$ cat src/rtl/serializer_scheduler_if.sv
// Requester/Serializer bundle for serializer_scheduler. Carries ser_parity only when
// SERIALIZER_SCHEDULER_PARITY_EN is defined.
interface serializer_scheduler_if #(
  parameter int N_REQ  = 4,
  parameter int DATA_W = 8
);
  localparam int ID_W = $clog2(N_REQ);

  logic [N_REQ-1:0]        req_valid;
  logic [N_REQ*DATA_W-1:0] req_data;
  logic [N_REQ-1:0]        req_ready;
  logic [DATA_W-1:0]       ser_data;
  logic                    ser_valid;
  logic                    ser_busy;
  logic [ID_W-1:0]         grant_id;
`ifdef SERIALIZER_SCHEDULER_PARITY_EN
  logic                    ser_parity;

  modport master (input req_valid, req_data,
                  output req_ready, ser_data, ser_valid, ser_busy, grant_id, ser_parity);
  modport slave  (output req_valid, req_data,
                  input req_ready, ser_data, ser_valid, ser_busy, grant_id, ser_parity);
`else
  modport master (input req_valid, req_data,
                  output req_ready, ser_data, ser_valid, ser_busy, grant_id);
  modport slave  (output req_valid, req_data,
                  input req_ready, ser_data, ser_valid, ser_busy, grant_id);
`endif
endinterface

$ cat src/rtl/serializer_scheduler.sv
// Round-robin scheduler feeding one Serializer lane from N_REQ word sources.
// SERIALIZER_SCHEDULER_PARITY_EN adds ser_parity and one extra shift cycle per slot.
module serializer_scheduler #(
  parameter  int N_REQ  = 4,
  parameter  int DATA_W = 8,
  localparam int ID_W   = $clog2(N_REQ)
) (
  input logic                   clk,
  input logic                   rst_n,
  serializer_scheduler_if.master sif
);
`ifdef SERIALIZER_SCHEDULER_PARITY_EN
  localparam int SLOT = DATA_W + 1;
`else
  localparam int SLOT = DATA_W;
`endif
  localparam int CNT_W = $clog2(DATA_W + 2);

  typedef enum logic [1:0] {IDLE, LOAD, SHIFT} state_t;

  state_t            state_q, state_d;
  logic [CNT_W-1:0]  cnt_q, cnt_d;
  logic [ID_W-1:0]   last_q, last_d;
  logic [ID_W-1:0]   grant_q, grant_d;
  logic [DATA_W-1:0] data_q, data_d;
  logic [N_REQ-1:0]  ready_q, ready_d;
  logic              valid_q, valid_d;
  logic              busy_q, busy_d;
  logic              par_q, par_d;

  logic [DATA_W-1:0] words [N_REQ];
  logic              found;
  logic [ID_W-1:0]   win;
  logic              arb;

  for (genvar i = 0; i < N_REQ; i++) begin : g_words
    assign words[i] = sif.req_data[i*DATA_W +: DATA_W];
  end

  // Rotating-priority search starting just after the last winner.
  always_comb begin
    int          idx;
    logic [ID_W-1:0] idx_w;
    found = 1'b0;
    win   = '0;
    idx   = 0;
    idx_w = '0;
    for (int k = 1; k <= N_REQ; k++) begin
      idx = int'(last_q) + k;
      if (idx >= N_REQ) idx = idx - N_REQ;
      idx_w = ID_W'(idx);
      if (!found && sif.req_valid[idx_w]) begin
        found = 1'b1;
        win   = idx_w;
      end
    end
  end

  assign arb = (state_q == IDLE) || (state_q == SHIFT && cnt_q == CNT_W'(SLOT - 1));

  always_comb begin
    state_d = state_q;
    cnt_d   = cnt_q;
    last_d  = last_q;
    grant_d = grant_q;
    data_d  = data_q;
    par_d   = par_q;
    ready_d = '0;
    valid_d = 1'b0;
    busy_d  = busy_q;
    case (state_q)
      LOAD: begin
        state_d = SHIFT;
        cnt_d   = CNT_W'(1);
        busy_d  = 1'b1;
      end
      SHIFT: begin
        cnt_d  = cnt_q + CNT_W'(1);
        busy_d = 1'b1;
      end
      default: ;
    endcase
    // The LOAD cycle counts as the first bit time, so the counter restarts at 0.
    if (arb) begin
      if (found) begin
        state_d      = LOAD;
        cnt_d        = '0;
        last_d       = win;
        grant_d      = win;
        data_d       = words[win];
        par_d        = ^words[win];
        ready_d[win] = 1'b1;
        valid_d      = 1'b1;
        busy_d       = 1'b1;
      end else begin
        state_d = IDLE;
        cnt_d   = '0;
        busy_d  = 1'b0;
      end
    end
  end

  always_ff @(posedge clk or negedge rst_n) begin
    if (!rst_n) begin
      state_q <= IDLE;
      cnt_q   <= '0;
      last_q  <= ID_W'(N_REQ - 1);
      grant_q <= '0;
      data_q  <= '0;
      par_q   <= 1'b0;
      ready_q <= '0;
      valid_q <= 1'b0;
      busy_q  <= 1'b0;
    end else begin
      state_q <= state_d;
      cnt_q   <= cnt_d;
      last_q  <= last_d;
      grant_q <= grant_d;
      data_q  <= data_d;
      par_q   <= par_d;
      ready_q <= ready_d;
      valid_q <= valid_d;
      busy_q  <= busy_d;
    end
  end

  assign sif.req_ready = ready_q;
  assign sif.ser_data  = data_q;
  assign sif.ser_valid = valid_q;
  assign sif.ser_busy  = busy_q;
  assign sif.grant_id  = grant_q;
`ifdef SERIALIZER_SCHEDULER_PARITY_EN
  assign sif.ser_parity = par_q;
`else
  logic unused_par;
  assign unused_par = par_q;
`endif
endmodule

$ cat src/flat_wrapper.sv
// flat-port wrapper written by rule: the top's interface ports become plain ports
module serializer_scheduler_flat 
#(
  parameter  int N_REQ  = 4,
  parameter  int DATA_W = 8,
  localparam int ID_W   = $clog2(N_REQ)
)
  (clk, rst_n, sif_req_valid, sif_req_data, sif_req_ready, sif_ser_data, sif_ser_valid, sif_ser_busy, sif_grant_id);
  serializer_scheduler_if #(.N_REQ(N_REQ), .DATA_W(DATA_W)) sif_i ();
  input logic clk;
  input logic rst_n;
  input wire logic [$bits(sif_i.req_valid)-1:0] sif_req_valid;
  input wire logic [$bits(sif_i.req_data)-1:0] sif_req_data;
  output wire logic [$bits(sif_i.req_ready)-1:0] sif_req_ready;
  output wire logic [$bits(sif_i.ser_data)-1:0] sif_ser_data;
  output wire logic [$bits(sif_i.ser_valid)-1:0] sif_ser_valid;
  output wire logic [$bits(sif_i.ser_busy)-1:0] sif_ser_busy;
  output wire logic [$bits(sif_i.grant_id)-1:0] sif_grant_id;
  assign sif_i.req_valid = sif_req_valid;
  assign sif_i.req_data = sif_req_data;
  assign sif_req_ready = sif_i.req_ready;
  assign sif_ser_data = sif_i.ser_data;
  assign sif_ser_valid = sif_i.ser_valid;
  assign sif_ser_busy = sif_i.ser_busy;
  assign sif_grant_id = sif_i.grant_id;
  serializer_scheduler #(.N_REQ(N_REQ), .DATA_W(DATA_W)) u_core (.clk(clk), .rst_n(rst_n), .sif(sif_i));
endmodule
$ cat config.mk
export PLATFORM = sky130hd
export DESIGN_NAME = serializer_scheduler_flat
export DESIGN_NICKNAME = d
export VERILOG_FILES = /design/src/rtl/serializer_scheduler_if.sv /design/src/rtl/serializer_scheduler.sv /design/src/flat_wrapper.sv
export SDC_FILE = /design/constraint.sdc
export NUM_CORES = 1
export LEC_CHECK = 0
export ABC_AREA = 1
export CAP_MARGIN = 20
export CORE_MARGIN = 2
export CORE_UTILIZATION = 49
export DETAILED_ROUTE_END_ITERATION = 8
export GPL_TIMING_DRIVEN = 0
export PLACE_DENSITY = 0.92
export SYNTH_ARGS = -nofsm -noshare
export SYNTH_HDL_FRONTEND = slang
export SYNTH_SLANG_ARGS = --single-unit
$ cat constraint.sdc
create_clock -name clk -period 4 [get_ports clk]
set_clock_uncertainty 0.15 [all_clocks]
set_input_delay 0.8 -clock clk [delete_from_list [all_inputs] [get_ports clk]]
set_output_delay 0.8 -clock clk [all_outputs]
set_load 0.005 [all_outputs]
After elaboration in Yosys (flattened, before gate mapping):

Cells that the tools add are included.
W data, S select, Z words.

* bits in read-only memories: 0
* RAM bits: 0
* latch bits: 0
* register bits after elaboration: 24
* word-level logic and storage cells: 83
* input bits: 38
* memories kept: 0

* multiply operators: 0
* add/subtract/negate cells: 9
* equal/unequal tests: 3
* order comparisons: 11
* div/mod/pow operators: 0
* shifts and indexed selects: 0
* bitwise logic cells: 1
* multiplexer cells: 36
* reduce and logical (&&, ||, !) cells: 15

Operators by type and width (number)
* $mux W2: 10
* $bmux W8 S2: 1
* $mux W8: 2
* $lt A2 B3 Y1 const B: 5
* $mux W1: 14
* $ge A3 B3 Y1 const B: 4
* $mux W4: 3
* $bmux W1 S2: 4
* $pmux W4 S2: 1
* $sub A2 B1 Y2 const B: 4
* $add A2 B2 Y3 const B: 2
* $logic_and A1 B1 Y1: 5
* $add A2 B3 Y4 const B: 1
* $add A4 B1 Y4 const B: 1
* $eq A4 B3 Y1 const B: 1
* $ge A4 B3 Y1 const B: 1
* $reduce_bool A2 Y1: 2
* $add A2 B1 Y3 const B: 1
* $logic_not A1 Y1: 3
* $not A2 Y3: 1
* $reduce_bool A3 Y1: 1
* $demux W1 S2: 1
* $eq A2 B1 Y1 const B: 1
* $eq A2 B2 Y1 const B: 1
* other kinds (5): 5

Depth between registers and ports, before layout:

* depth in word-level cells: 21
* gate-level depth with buffers: 14
* gate-level depth less buffers: 12

Least setup slack after synthesis:

OpenSTA, ideal clock, no wires.

* path kind: input port to flip-flop
* start: in sif_req_valid[0]
* end: reg u_core.data_q[0] (netlist: u_core.sif.ser_data[0])
* arrival: 1.734 ns
* stages: 12
* library setup time: 0.124 ns
* path slack: 1.992 ns
* required time: 3.726 ns
* cells stage by stage: nand2_1 -> nand2_2 -> nand2_2 -> nand2_4 -> nor2_1 -> nor2_2 -> nand2_4 -> nand2_4 -> buf_6 -> nand2_1 -> nand3_1 -> nand3_1

* cells in the longest elaborated chain, start to end: 16

Ends and longest elaborated chain
* start: declaration: line flat_wrapper.sv:12 `input wire logic [$bits(sif_i.req_valid)-1:0] sif_req_valid;`
* $bmux W1 S2: line serializer_scheduler.sv:52 `if (!found && sif.req_valid[idx_w]) begin`
* $mux W1 (not written as such): line serializer_scheduler.sv:52
* $mux W1: line serializer_scheduler.sv:52
* $logic_not A1 Y1: line serializer_scheduler.sv:52
* $logic_and A1 B1 Y1: line serializer_scheduler.sv:52
* $mux W1: line serializer_scheduler.sv:52
* $logic_not A1 Y1: line serializer_scheduler.sv:52
* $logic_and A1 B1 Y1: line serializer_scheduler.sv:52
* $mux W1: line serializer_scheduler.sv:52
* $logic_not A1 Y1: line serializer_scheduler.sv:52
* $logic_and A1 B1 Y1: line serializer_scheduler.sv:52
* $mux W2: line serializer_scheduler.sv:52
* $not A2 Y3 (not written as such): line serializer_scheduler.sv:90 `data_d = words[win];`
* $bmux W8 S2: line serializer_scheduler.sv:90
* $mux W8 (not written as such) (2 in series): line serializer_scheduler.sv:90
* end signal: assignment: line serializer_scheduler.sv:119 `data_q <= data_d;`
* end: declaration: line serializer_scheduler.sv:25 `logic [DATA_W-1:0] data_q, data_d;`

Several ways; a longest one is shown, not always the timed one. The select of a mux whose other input is x is not followed.
A chain may end at the register's enable or synchronous reset.

Worst setup path after layout:

* start: in sif_req_valid[2]
* end: reg u_core.data_q[4] (netlist: u_core.sif.ser_data[4])

Same word-level chain as after synthesis.

==> results.yml <==
floorplan:
  die-area_um2: 3650
  rows: 20
  fp.coreArea_um2: 3030
  die_h_um: 60.4
  start_util_pct: 51.5
  io_pins: 54
  die_width_um: 60.4
timing:
  hold-worst-slack_ns: 0.356
  slew_headroom_pct: 77.6
  finalCritPeriodShare_pct: 60.4
  tightest_slew_ns: 0.335
  worst_slack_ns: 1.58
  hold_violations: 0
  min_period_ns: 2.42
  setup_violations: 0
  max_freq_mhz: 414
  slew_violations: 0
  setup-tns-final_ns: 0
  rsz0062_at_grt: "false"
critical_path:
  r2r_slack_ns: 1.81
  crit_path_end_kind: "register"
  cp.required_ns: 4.13
  crit_type: "in -> reg"
  max_stage_delay_ns: 0.50
  cp_common_cell: "nand2_1"
  worstRegToRegCells: 11
  cp_max_fo: 9
  cp-start-kind: "primary input"
  r2r-end: "u_core.sif.ser_data[4]"
  crit_start: "sif_req_valid[2]"
  cp_slowest_cell: "clkdlybuf4s50_1"
  worstReg2RegStart: "u_core.last_q[0]"
  path_cells: "clkdlybuf4s50_1 -> nand2_1 -> nand2_1 -> nand2_1 -> nand2_1 -> inv_2 -> nand3b_1 -> nand2_2 -> a21oi_4 -> nand3_1 -> nand3_1"
  worstSetupEndpoint: "u_core.sif.ser_data[4]"
  arrival_ns: 2.54
outcome:
  status: "complete, no violations"
power:
  ir_worst_vdd_uv: 443
  p_leak_nw: 1.10
  p_per_area_nw_per_um2: 734
synth:
  ys_seq_area_share_pct: 38.7
  syn_inst: 218
  syn_nets: 257
  yosys_register_bits: 24
  ys_types: 28
  synth_area_um2: 1560
  ys_warn_count: 0
  synth_area_per_cell_um2: 7.15
drt:
  finalWirelength_mm: 3.82
  routedWlPerCell_um: 11.9
  via_per_inst: 4.98
  firstDrtPassIters: 4
  first_iter_violations: 82
  ant_nets: 0
  num_vias: 1594
  drc_errors: 0
final_layout:
  mostFrequentLayoutCells: "nand2_1 (61), clkdlybuf4s50_1 (53), nand3_1 (40)"
  drive_gt1_share_pct: 11.6
  final_nets: 316
  area_delta_synth_final_pct: 42.5
  final_common_cell: "nand2_1"
  fin_area_um2: 2220
  final_cells: 320
  n_antenna_cell: 0
run:
  cap_violations: 0
grt:
  antenna_found_initial: 0
  grt_use_met2_pct: 38.7
  met3_usage_pct: 4.48
  first_global_vias: 1483
  grt_use_met1_pct: 29.8
  grt_max_degree: 25
  grt.total_usage_pct: 23.4
  grt_pass1_wl_mm: 6.38
  gr-total-overflow: 0
  busiest_layer: "met2"
clock_network:
  cts_max_level: 1
  cts.sinks: 24
  cts_inserted_buffers: 3
  clock-root-buffer: "clkbuf_4"
  cts_resized: 0
  clk_pin_slew_worst_paths_ns: 0.14
  clk-insertion-delay-late_ns: 0.33
  cts_hold_buffers: 0
  post_cts_buffers: 0
  cts_tree: "yes"
  max-clock-path-buffers: 2
place:
  dp.cells: 315
  gp_congestion: 0.864
  post-dp-hpwl_mm: 2.85
  place_ws_ns: 1.26
  io_buffers: 53
  place_area_um2: 2140
hold_path:
  hold_class: "reg -> reg"
## per-layer routing
layer	vias to the layer above	wire length, um
met5	-	0
met4	0	49
met3	7	223
met2	68	1930
met1	715	1620
li1	804	-
## how the worst min path moves through the flow
stage,from,endpoint,slack (ns),cells past startpoint
floorplan,u_core.sif.grant_id[1],u_core.sif.grant_id[1],0.32,2
global placement,u_core.sif.grant_id[0],u_core.sif.grant_id[0],0.32,2
detailed placement,u_core.sif.grant_id[1],u_core.sif.grant_id[1],0.33,2
CTS,u_core.sif.grant_id[1],u_core.sif.grant_id[1],0.36,2
global route,u_core.sif.grant_id[0],u_core.sif.grant_id[0],0.39,2
finish,u_core.sif.grant_id[1],u_core.sif.grant_id[1],0.36,2
## per-stage QoR
| step | util, % | power, mW |
|---|---|---|
| 5_1_grt | 73.4 | 1.78 |
| 4_1_cts | 72.6 | 1.62 |
| 3_5_place_dp | 70.8 | 1.44 |
| 6_report | 73.4 | 1.63 |
| 2_1_floorplan | - | 1.12 |
| 3_3_place_gp | 70.8 | 1.41 |
## power breakdown
group          total [mW]  internal, mW  leakage, nW  switching [mW]
Sequential          0.420         0.350        0.293          0.0701
Clock               0.182         0.101       0.0279          0.0805
Combinational        1.03         0.424        0.782           0.605
## cells by family after synthesis
group / count (synthesis) / share of synthesized area, %
AND/OR/NAND/NOR: 135 / 42.1
buffers and inverters: 44 / 12.3
flip-flops: 24 / 38.7
AO/OA/AOI/OAI: 13 / 5.54
XOR/XNOR: 1 / 0.562
adder cells (fa/ha/maj): 1 / 0.802
## state kept, by name, summed over array words and instances (netlist names)
name                  cells
u_core.sif.req_ready      4
u_core.sif.ser_busy       1
u_core.last_q             2
u_core.sif.grant_id       2
u_core.state_q            2
u_core.cnt_q              4
u_core.sif.ser_valid      1
u_core.sif.ser_data       8
## critical path, delay by kind of cell
kind | cells | cell delay, ns
simple gates | 8 | 0.86
compound gates | 1 | 0.32
buf+inv | 2 | 0.56
## layout make-up
cell class | instances | area [um^2]
clock inverter | 1 | 30.0
sequential | 24 | 603
inverter | 39 | 151
tap | 44 | 55.1
clock buffer | 3 | 22.5
multi-input combinational | 150 | 764
timing repair buffer | 54 | 556
buffer | 5 | 40.0
fill | 250 | 806
## synthesized netlist by cell type
library cell | count | area (um^2)
nor2_2 | 1 | 6.26
nand2_4 | 3 | 33.8
nand3_1 | 40 | 200
nand3b_1 | 9 | 67.6
inv_6 | 1 | 8.76
a21oi_2 | 1 | 8.76
a21boi_1 | 1 | 7.51
a21oi_4 | 1 | 16.3
nand2_2 | 7 | 43.8
nand3_2 | 1 | 10.0
o22ai_1 | 1 | 6.26
a21oi_1 | 2 | 10.0
buf_2 | 2 | 10.0
nor2_4 | 2 | 22.5
ha_1 | 1 | 12.5
nor2_1 | 10 | 37.5
nand2_1 | 61 | 229
xnor2_1 | 1 | 8.76
o21ai_0 | 5 | 25.0
inv_1 | 35 | 131
nand4_1 | 1 | 6.26
buf_6 | 2 | 22.5
dfrtp_1 | 22 | 551
inv_2 | 3 | 11.3
o21ai_1 | 1 | 5.00
dfstp_2 | 2 | 52.6
a211oi_1 | 1 | 7.51
buf_4 | 1 | 7.51
No activity file was read; power rests on OpenSTA's default activity.
